[src/rtl/imm_packer.sv]
// LEGv8 immediate packer: range/alignment-checks an immediate and inserts it into an instruction template.
// Two-stage valid/ready pipeline. Optional clamp of out-of-range values enabled by macro IMM_SATURATE_EN.
module imm_packer #(
    parameter int ERR_CNT_W = 16
) (
    input  logic                 CLK,
    input  logic                 ResetL,
    input  logic                 InValid,
    output logic                 InReady,
    input  logic [1:0]           Ctrl,
    input  logic [63:0]          Imm64,
    input  logic [31:0]          Template,
    output logic                 OutValid,
    input  logic                 OutReady,
    output logic [31:0]          Instr,
    output logic                 Err,
    output logic [ERR_CNT_W-1:0] ErrCount
);

    typedef enum logic [1:0] {
        FIELD_I   = 2'b00,
        FIELD_D   = 2'b01,
        FIELD_B   = 2'b10,
        FIELD_CBZ = 2'b11
    } fieldKind_t;

    logic       readyEn;
    logic       s1Valid;
    fieldKind_t s1Kind;
    logic [31:0] s1Template;
    logic [25:0] s1Field;
    logic       s1Err;
    logic       s2Load;

    logic [25:0] fieldNext;
    logic       rangeBad;
    logic       misaligned;
    logic       dFits;
    logic       bFits;
    logic       cbzFits;
    logic [31:0] packedWord;

    // Signed fields are legal when every bit above the field's sign bit matches Imm64[63].
    assign dFits   = (Imm64[63:8]  == {56{Imm64[63]}});
    assign bFits   = (Imm64[63:27] == {37{Imm64[63]}});
    assign cbzFits = (Imm64[63:20] == {44{Imm64[63]}});

    assign s2Load  = !OutValid || OutReady;
    assign InReady = readyEn && (!s1Valid || s2Load);

    always_comb begin
        fieldNext  = '0;
        rangeBad   = 1'b0;
        misaligned = 1'b0;
        case (fieldKind_t'(Ctrl))
            FIELD_I: begin
                rangeBad  = |Imm64[63:12];
                fieldNext = {14'd0, Imm64[11:0]};
`ifdef IMM_SATURATE_EN
                if (rangeBad) fieldNext = {14'd0, 12'hFFF};
`endif
            end
            FIELD_D: begin
                rangeBad  = !dFits;
                fieldNext = {17'd0, Imm64[8:0]};
`ifdef IMM_SATURATE_EN
                if (rangeBad) fieldNext = {17'd0, (Imm64[63] ? 9'h100 : 9'h0FF)};
`endif
            end
            FIELD_B: begin
                rangeBad   = !bFits;
                misaligned = |Imm64[1:0];
                fieldNext  = Imm64[27:2];
`ifdef IMM_SATURATE_EN
                if (rangeBad) fieldNext = Imm64[63] ? 26'h2000000 : 26'h1FFFFFF;
`endif
            end
            FIELD_CBZ: begin
                rangeBad   = !cbzFits;
                misaligned = |Imm64[1:0];
                fieldNext  = {7'd0, Imm64[20:2]};
`ifdef IMM_SATURATE_EN
                if (rangeBad) fieldNext = {7'd0, (Imm64[63] ? 19'h40000 : 19'h3FFFF)};
`endif
            end
            default: ;
        endcase
    end

    // Splice the registered field into the template, keeping all bits outside the field.
    always_comb begin
        packedWord = s1Template;
        case (s1Kind)
            FIELD_I:   packedWord = {s1Template[31:22], s1Field[11:0], s1Template[9:0]};
            FIELD_D:   packedWord = {s1Template[31:21], s1Field[8:0], s1Template[11:0]};
            FIELD_B:   packedWord = {s1Template[31:26], s1Field[25:0]};
            FIELD_CBZ: packedWord = {s1Template[31:24], s1Field[18:0], s1Template[4:0]};
            default:   packedWord = s1Template;
        endcase
    end

    always_ff @(posedge CLK or negedge ResetL) begin
        if (!ResetL) begin
            readyEn    <= 1'b0;
            s1Valid    <= 1'b0;
            s1Kind     <= FIELD_I;
            s1Template <= '0;
            s1Field    <= '0;
            s1Err      <= 1'b0;
        end else begin
            readyEn <= 1'b1;
            if (InReady) begin
                s1Valid <= InValid;
                if (InValid) begin
                    s1Kind     <= fieldKind_t'(Ctrl);
                    s1Template <= Template;
                    s1Field    <= fieldNext;
                    s1Err      <= rangeBad || misaligned;
                end
            end
        end
    end

    always_ff @(posedge CLK or negedge ResetL) begin
        if (!ResetL) begin
            OutValid <= 1'b0;
            Instr    <= '0;
            Err      <= 1'b0;
        end else if (s2Load) begin
            OutValid <= s1Valid;
            if (s1Valid) begin
                Instr <= packedWord;
                Err   <= s1Err;
            end
        end
    end

    // Counts delivered error beats; sticks at all-ones instead of wrapping.
    always_ff @(posedge CLK or negedge ResetL) begin
        if (!ResetL) begin
            ErrCount <= '0;
        end else if (OutValid && OutReady && Err && !(&ErrCount)) begin
            ErrCount <= ErrCount + ERR_CNT_W'(1);
        end
    end

endmodule

[config.mk]
export PLATFORM = sky130hd
export DESIGN_NAME = imm_packer
export DESIGN_NICKNAME = d
export VERILOG_FILES = /design/src/rtl/imm_packer.sv
export SDC_FILE = /design/constraint.sdc
export NUM_CORES = 1
export LEC_CHECK = 0
export CORE_MARGIN = 2
export CORE_UTILIZATION = 45
export CTS_BUF_LIST = sky130_fd_sc_hd__clkbuf_4 sky130_fd_sc_hd__clkbuf_8 sky130_fd_sc_hd__clkbuf_16
export DETAILED_ROUTE_END_ITERATION = 10
export GPL_TIMING_DRIVEN = 0
export PLACE_DENSITY_LB_ADDON = 0.1
export SLEW_MARGIN = 30
export SYNTH_ARGS = -nofsm -noshare
export SYNTH_HDL_FRONTEND = slang
export SYNTH_SLANG_ARGS = --single-unit
[constraint.sdc]
create_clock -name CLK -period 2.4 [get_ports CLK]
set_clock_uncertainty 0.05 [all_clocks]
set_input_delay 0.36 -clock CLK [delete_from_list [all_inputs] [get_ports CLK]]
set_output_delay 0.36 -clock CLK [all_outputs]
set_load 0.05 [all_outputs]
### After elaboration in Yosys (flattened, before gate mapping)

Index checks and enable logic that the tools add are counted.

| operators by class | value |
|---|---|
| $add $sub $neg | 1 |
| equality and inequality tests | 9 |
| muxes and demuxes | 4 |
| reduce and logical (&&, ||, !) cells | 21 |

Operators by type and width:

| operator | number |
|---|---|
| $pmux W32 S4 | 1 |
| $pmux W26 S4 | 1 |
| $eq A55 B55 Y1 | 1 |
| $reduce_or A52 Y1 | 1 |
| $eq A43 B43 Y1 | 1 |
| $eq A36 B36 Y1 | 1 |
| $add A16 B1 Y16 const B | 1 |
| $reduce_and A16 Y1 | 1 |
| $eq A2 B2 Y1 const B | 4 |
| $logic_not A1 Y1 | 6 |
| $eq A2 B1 Y1 const B | 2 |
| $logic_and A1 B1 Y1 | 4 |
| $logic_not A2 Y1 | 2 |
| $pmux W1 S4 | 1 |
| $reduce_and A2 Y1 | 2 |
| $reduce_or A2 Y1 | 2 |
| $logic_or A1 B1 Y1 | 3 |
| $mux W1 | 1 |

| storage, ports and cells | value |
|---|---|
| register bits after elaboration | 113 |
| bits of input ports | 102 |
| output and inout bits | 51 |
| logic and storage cells | 45 |

### Depth between registers and ports, before layout

Gate-level depths: netlist of the first run.

| depth | value |
|---|---|
| depth in word-level cells | 5 |
| gate-level depth with buffers | 8 |
| mapped depth without buffers | 7 |

### Worst setup path after synthesis of the first run

No wires, ideal clock.

| path | value |
|---|---|
| path type | flip-flop to flip-flop |
| from | register OutValid |
| to | register s1Err |
| library setup time | 0.136 ns |
| arrival time | 2.369 ns |
| data required time | 2.214 ns |
| slack | -0.154 ns |
| cell stages (with the launch flop) | 6 |
| buffers on the path | 0 |
| clock period less this slack | 2.554 ns |
| cell sequence | dfrtp_1 > nor2b_1 > a21boi_1 > nand2_1 > o41ai_1 > a211oi_1 |

| between the ends | value |
|---|---|
| word-level cells in the longest chain between the ends | 5 |

Ends and longest elaborated chain:

| element | line | source |
|---|---|---|
| from (decl) | 13 | `output logic OutValid,` |
| from (signal assigned) | 130 | `OutValid <= s1Valid;` |
| $logic_not A1 Y1 | 48 | `assign s2Load = !OutValid \|\| OutReady;` |
| $logic_or A1 B1 Y1 | 48 |  |
| $logic_or A1 B1 Y1 | 49 | `assign InReady = readyEn && (!s1Valid \|\| s2Load);` |
| $logic_and A1 B1 Y1 | 49 |  |
| named net InReady | 9 | `output logic InReady,` |
| $reduce_and A2 Y1 (no source line) | -- |  |
| to (signal assigned) | 118 | `s1Err <= rangeBad \|\| misaligned;` |
| to (decl) | 32 | `logic s1Err;` |

The timed path passes the listed nets, and every way through them passes these cells.
A chain may end at the register's enable or synchronous reset.

### Final worst setup path of the first run

| path | value |
|---|---|
| from | input port Imm64[63] |
| to | register s1Err |

| between the ends | value |
|---|---|
| word-level cells in the longest chain between the ends | 4 |
| elaborated cells on any way between the ends | 9 |
| those cells by class | eq/ne (3); mux (1); reduce/logical (5) |

Ends and longest elaborated chain:

| element | line | source |
|---|---|---|
| from (decl) | 11 | `input logic [63:0] Imm64,` |
| $eq A55 B55 Y1 (tied with other cells) | 44 | `assign dFits = (Imm64[63:8] == {56{Imm64[63]}});` |
| $logic_not A1 Y1 (on tied branches) | 64, 71, 79 |  |
| $pmux W1 S4 * | 55 | `case (fieldKind_t'(Ctrl))` |
| $logic_or A1 B1 Y1 * | 118 |  |

Mark *: on every way between the ends. The rest lies on a longest branch, timed or not.

==> impl_metrics.ini, run 1 <==
[status]
status = complete, no violations

[power_and_ir_drop]
pwr-share-seq_pct = 38.0
switchingPower_w = 0.00261
switching_share_pct = 39.8
peakVddDrop_uv = 873
p_clk_share_pct = 21.4
total_leakage_power_nw = 3.06
p_int_w = 0.00396
power_density_nw_per_um2 = 935
power_frac_comb_pct = 40.6

[synthesis]
syn_area_um2 = 5090
syn_area_per_cell_um2 = 9.99
yosys.cell_count.top_type = nand2_1
synth_seq_area_share_pct = 51.1
yosysUniqueCellTypes = 45
async_reset_ff_share_pct = 100
synth_edf_count = 0
ys_top_cells_by_count = nand2_1, dfrtp_1, nand3_1, mux2i_1, nor2_1
synthTopCellsByArea = dfrtp_1, nand2_1, mux4_2
synth_nets = 614
yosysTopAreaCell = dfrtp_1
synth-main-ff-cell = dfrtp_1
syn_inst = 510
yosysWarningCount = 0
synth_seq_cells = 104
yosys.area.top_type_share_pct = 51.1

[global_route]
grt_pass1_vias = 4336
grt_max_degree = 54
grt_pass1_wl_um = 21600
grt_overflow = 0
track_usage_pct = 23.3
antenna_found_initial = 0

[detailed_routing]
via_per_inst = 5.46
drtIter0Drc = 341
wirelength_um = 13100
postRouteAntennaNets = 0
num_vias = 4425
wire_per_inst_um = 16.2
first_pass_iters = 5
drc_errors = 0

[sta]
max_slew_margin_pct = 58.4
rsz0062_at_grt = no
worst_pin_slew_ns = 0.623
fmax_mhz = 473
finalSetupViolCount = 0
min_period_ns = 2.11
timing.final.hold_violations = 0
fin_crit_sh_pct = 88.0
worst_hold_slack_ns = 0.418
slew_viol_final = 0

[cells_and_area]
nets = 769
drive_above_1_share_pct = 9.55
stdcell_area_um2 = 7020
n_antenna_cell = 0
layout-area-overhead-vs-synth_pct = 37.9

[cts]
clock_sinks = 104
insertion_delay_ns = 0.35
numCtsBuffers = 9
cts.clk_slew.worst_paths_ns = 0.07
clock_tree.buffer_depth = 2
cts_root_buf = clkbuf_16
cts_tree = done
postCtsSetupBuffers = 0
htree_levels = 3

[die]
fp.dieH_um = 110
dieArea_um2 = 12200
std_cell_rows = 38
coreArea_um2 = 10900
ios = 153
die_x_um = 110
start_util_pct = 46.6

[setup_path]
reg2reg_from = OutValid$_DFFE_PN0N_
end_kind = flop
cp-startpoint = Imm64[63]
worstRegToRegCells = 5
timing.critical_path.buf_inv = 3
critPathTopFamily = simple AND/OR/NAND/NOR gates
path_cells = clkdlybuf4s50_1 > buf_2 > inv_1 > ha_1 > or4b_1 > nor4_1 > nand4_1 > nor3_1 > a211oi_1
critical-path-max-stage-delay_ns = 0.48
slowest_stage = clkdlybuf4s50_1
path_depth = 9
rrSetupSlack_ns = 0.32
worstSetupPathType = input pin to flop
reg2reg_to = s1Field[9]$_DFFE_PN0P_
crit_path_end = s1Err$_DFFE_PN0P_
path_max_fanout = 10
required_ns = 2.56
startpoint_type = input pin
cp.arrival_ns = 2.28

[run]
drv_cap = 0

[placed_design]
io_buffer_count = 142
place.gp.congestion = 0.886
place_hpwl_um = 10200
dpl-instance-area_um2 = 6720

[min_path]
whs_path_depth = 2
hold_path_class = flop to flop
through the flow:
step	TNS, ns	setup WS [ns]	utilization, %	total power, W	std cells
5_1_grt	0	0.142	64.2	0.00691	810
4_1_cts	0	0.0435	64.2	0.00663	810
3_3_place_gp	-292.23	-2.81	61.2	0.00515	792
6_report	0	0.287	64.2	0.00657	810
3_5_place_dp	-0.400	-0.0730	61.5	0.00521	793
2_1_floorplan	0	0.214	-	0.00416	510
layout by cell type, fill, tap and decap left out, types with 2 or more instances in the layout:
master           netlist  layout
buf_2                  7       7
clkbuf_1              19      19
inv_1                  4       4
xor2_1                 5       5
or4_4                  2       2
mux4_2                12      12
mux2i_1               23      23
clkdlybuf4s50_1        0     140
nor4_1                 4       4
and3_1                 2       2
xnor2_1                9       9
nor2b_1                2       2
nand3_1               29      29
inv_6                  0       2
a21oi_1               16      16
o21ai_1                8       8
or3_1                  3       3
or4_1                 10      10
nand2b_1               3       3
mux2_2                17      17
nand2_1              140     140
buf_1                  2       2
o22ai_1                6       6
mux2_1                 4       4
ha_1                   2       2
dfrtp_1              104     104
a22oi_1                3       3
o21ai_0               16      16
clkbuf_16              0       9
nor2_1                20      20
and4_1                 2       2
nor3_2                 3       3
nand4_1               12      12
nor3_1                 7       7
logic make-up after synthesis:
group / synth area share (%)
other: 0.0736
buffers and inverters: 2.53
xor gates and xnor gates: 2.41
AOI/OAI and AO/OA: 6.26
DFF: 51.1
and+or+nand+nor: 22.7
muxes: 14.5
adders and majority gates: 0.491
flip-flops by register name, summed over array words and instances (netlist names):
| register | cells |
|---|---|
| OutValid | 1 |
| readyEn | 1 |
| Err | 1 |
| s1Template | 23 |
| Instr | 32 |
| s1Field | 26 |
| ErrCount | 16 |
| s1Err | 1 |
| s1Valid | 1 |
| s1Kind | 2 |
timing repair:
item / in CTS / in global routing
hold buffers: 1 / 0
gates resized for setup: 0 / 1
hold endpoints to repair: 52 / 0
endpoints found under the setup margin: 0 / 1
per-layer routing:
layer	track usage, %	routed length [um]	part of all wire [%]	vias to the layer above
met4	4.82	142	1.1	0
met1	31.9	5760	44	2130
li1	-	-	-	2112
met2	38.2	6300	48	170
met3	5.41	915	7.0	13
met5	0	0	0	-
worst min-delay path by stage:
stage                                             to                        from
after global routing       s1Template[7]$_DFFE_PN0P_   s1Template[7]$_DFFE_PN0P_
final                        s1Field[21]$_DFFE_PN0P_     s1Field[21]$_DFFE_PN0P_
after CTS                  s1Template[8]$_DFFE_PN0P_   s1Template[8]$_DFFE_PN0P_
after global placement    s1Template[27]$_DFFE_PN0P_  s1Template[27]$_DFFE_PN0P_
after detailed placement     ErrCount[9]$_DFFE_PN0P_                      ResetL
after floorplan                      Err$_DFFE_PN0P_                      ResetL
power groups by stage:
stage | registers, W | logic [W] | clock network, W
2_1_floorplan | 0.00342 | 0.000737 | 0
3_3_place_gp | 0.00251 | 0.00263 | 0
3_5_place_dp | 0.00253 | 0.00268 | 0
4_1_cts | 0.00250 | 0.00269 | 0.00144
5_1_grt | 0.00255 | 0.00284 | 0.00152
6_report | 0.00250 | 0.00267 | 0.00141
area by class of cell:
type | count | area (um2)
plain buffers | 28 | 114
clock buffers | 10 | 239
clock inverters | 6 | 50.0
fillers | 940 | 3910
inverters | 4 | 15.0
multi-input cells | 374 | 2370
flip-flops and latches | 104 | 2600
well taps | 140 | 175
repair buffers | 144 | 1460
worst reg2reg max path: stages (launching register included):
cell and delay, ns:
dfrtp_1 0.39, nor2b_1 0.18, a21oi_1 0.27, clkbuf_1 0.42, buf_1 0.47, a21oi_1 0.15
(Power assumes the default switching activity.)
==> run 2: changes to the inputs <==
--- a/config.mk
+++ b/config.mk
@@ -6,7 +6,7 @@
 export NUM_CORES = 1
 export LEC_CHECK = 0
 export CORE_MARGIN = 2
-export CORE_UTILIZATION = 45
+export CORE_UTILIZATION = 43
 export CTS_BUF_LIST = sky130_fd_sc_hd__clkbuf_4 sky130_fd_sc_hd__clkbuf_8 sky130_fd_sc_hd__clkbuf_16
 export DETAILED_ROUTE_END_ITERATION = 10
 export GPL_TIMING_DRIVEN = 0
==> constraint.sdc (replaced) <==
create_clock -name CLK -period 1.7 [get_ports CLK]
set_clock_uncertainty 0.05 [all_clocks]
set_input_delay 0.255 -clock CLK [delete_from_list [all_inputs] [get_ports CLK]]
set_output_delay 0.255 -clock CLK [all_outputs]
set_load 0.05 [all_outputs]
==> run 2 against run 1 <==
  * The run now ends with negative setup slack left
  * Setup slack lost 0.32 ns
  * Clock power increased by 57%
  * Sequential share of layout area decreased by 1.1 points
  * Sequential power grew 41%
  * Hold slack worse by 0.13 ns
  * Total power grew 44%
  * Register-to-register slack got worse by 0.27 ns
  * Via count increased by 0.86%
  * Flip-flop and latch count did not move
  * Wire length rose by 4.6%
  * Cell area grew 3.8%
  * Count of clock-buffer cells in the layout shrank 1
==> impl_metrics.ini, run 2 (synthesis results as in run 1) <==
[detailed_routing]
wirelength_um = 13700
wire_per_inst_um = 16.7
via_per_inst = 5.43
num_vias = 4463
postRouteAntennaNets = 0
drc_errors = 0
first_pass_iters = 4
drtIter0Drc = 276

[setup_path]
cp.arrival_ns = 1.90
reg2reg_to = ErrCount[1]$_DFFE_PN0P_
worstSetupPathType = input pin to flop
end_kind = flop
crit_path_end = s1Err$_DFFE_PN0P_
cp-startpoint = Imm64[53]
rrSetupSlack_ns = 0.05
worstRegToRegCells = 5
reg2reg_from = ErrCount[1]$_DFFE_PN0P_
startpoint_type = input pin
path_max_fanout = 2
required_ns = 1.87

[global_route]
grt_max_degree = 54
antenna_found_initial = 0
track_usage_pct = 21.8
grt_pass1_wl_um = 22000
grt_overflow = 0
grt_pass1_vias = 4419

[power_and_ir_drop]
power_density_nw_per_um2 = 1290
peakVddDrop_uv = 1160
switchingPower_w = 0.00385
p_int_w = 0.00558
pwr-share-seq_pct = 37.3
p_total_w = 0.00943
p_clk_share_pct = 23.5
total_leakage_power_nw = 3.35
switching_share_pct = 40.8
power_frac_comb_pct = 39.2

[cells_and_area]
largest-register = Instr
largest_reg_flops = 32
nets = 778
drive_above_1_share_pct = 19.6
top_regs = Instr (32), s1Field (26), s1Template (23)
final_cells = 822
layout-area-overhead-vs-synth_pct = 43.2
final_cell_mix = nand2_1, dfrtp_1, clkdlybuf4s50_1
n_antenna_cell = 0
layout_commonest_cell = nand2_1

[cts]
cts_tree = done
cts_root_buf = clkbuf_16
clock_tree.buffer_depth = 2
numCtsBuffers = 9
insertion_delay_ns = 0.35
cts.clk_slew.worst_paths_ns = 0.07
clock_sinks = 104
htree_levels = 3

[die]
start_util_pct = 44.4
ios = 153
std_cell_rows = 39
fp.dieH_um = 113
die_x_um = 113
coreArea_um2 = 11500
dieArea_um2 = 12700

[min_path]
hold_path_class = input pin to flop

[sta]
max_slew_margin_pct = 53.3
fin_crit_sh_pct = 102
finalSetupTns_ns = -0.0330
finalSetupViolCount = 1
timing.final.ws_setup_ns = -0.0330
worst_pin_slew_ns = 0.701
rsz0062_at_grt = yes
min_period_ns = 1.73
timing.final.hold_violations = 0
fmax_mhz = 577
slew_viol_final = 0

[placed_design]
dp.cells = 796
place_hpwl_um = 10300
io_buffer_count = 142
place.gp.congestion = 0.874

[status]
violations = negative setup slack
status = complete, but fails checks

[run]
drv_cap = 0
## run 2: changes by cell type in the layout (fill, tap and decap cells not counted), moves of 6 or more
cell,delta
clkdlybuf4s50_1,-68
clkbuf_2,+9
or4_4,+6
or4_1,-6
buf_4,+10
dfrtp_2,+18
clkbuf_1,-11
dlygate4sd2_1,+65
dfrtp_1,-18
## run 2: power by group through the flow
| stage | Sequential (W) | Combinational (W) | Clock (W) |
|---|---|---|---|
| 2_1_floorplan | 0.00486 | 0.00107 | 0 |
| 6_report | 0.00352 | 0.00369 | 0.00222 |
| 3_5_place_dp | 0.00358 | 0.00386 | 0 |
| 5_1_grt | 0.00360 | 0.00391 | 0.00233 |
| 4_1_cts | 0.00352 | 0.00360 | 0.00224 |
| 3_3_place_gp | 0.00355 | 0.00378 | 0 |
## run 2: how the worst min path moves through the flow
stage / slack, ns / cells past startpoint / to / startpoint
after CTS: 0.27 / 3 / s1Field[17]$_DFFE_PN0P_ / Imm64[19]
final: 0.28 / 3 / s1Field[20]$_DFFE_PN0P_ / Imm64[22]
after detailed placement: 0.18 / 1 / ErrCount[9]$_DFFE_PN0P_ / ResetL
after global routing: 0.31 / 3 / s1Field[17]$_DFFE_PN0P_ / Imm64[19]
after global placement: 0.40 / 2 / s1Template[26]$_DFFE_PN0P_ / s1Template[26]$_DFFE_PN0P_
after floorplan: -0.09 / 0 / Err$_DFFE_PN0P_ / ResetL
## run 2: layout make-up
class / instances / area (um2)
Fill cell: 964 / 4170
Timing Repair Buffer: 153 / 1440
Multi-Input combinational cell: 374 / 2540
Tap cell: 143 / 179
Clock inverter: 7 / 98.8
Buffer: 28 / 168
Sequential cell: 104 / 2630
Clock buffer: 9 / 225
Inverter: 4 / 15.0
## run 2: critical path, cell delays in order
cell and delay, ns:
clkdlybuf4s50_1 0.44, or4_4 0.57, o22ai_2 0.15, nand4_1 0.13, nor4_2 0.25, a211oi_1 0.10
## run 2: per-stage QoR
step | cell area, um2 | util (%) | hold WS [ns] | setup slack [ns]
4_1_cts | 7160 | 62.5 | 0.272 | 0.000465
3_5_place_dp | 6820 | 59.5 | 0.183 | -0.667
6_report | 7290 | 63.6 | 0.284 | -0.0330
3_3_place_gp | 6790 | 59.2 | 0.404 | -3.87
5_1_grt | 7290 | 63.6 | 0.308 | -0.131
2_1_floorplan | 5190 | - | -0.0906 | -0.0348
## run 2: what timing repair did
item                                    in CTS  in global routing
endpoints found under the setup margin     114                 68
buffers inserted                             0                  9
endpoints found under the hold margin       51                  0
gates cloned                                 0                  0
pin swaps                                    7                  7
resized for setup                          100                 24
hold buffers                                 1                  0
## run 2: metal layers
layer	vias up	part of all wire, %	global-route usage, %
li1	2130	-	-
met1	2150	45	30.3
met2	170	47	35.6
met3	13	6.4	4.23
met4	0	1.0	5.20
met5	-	0	0
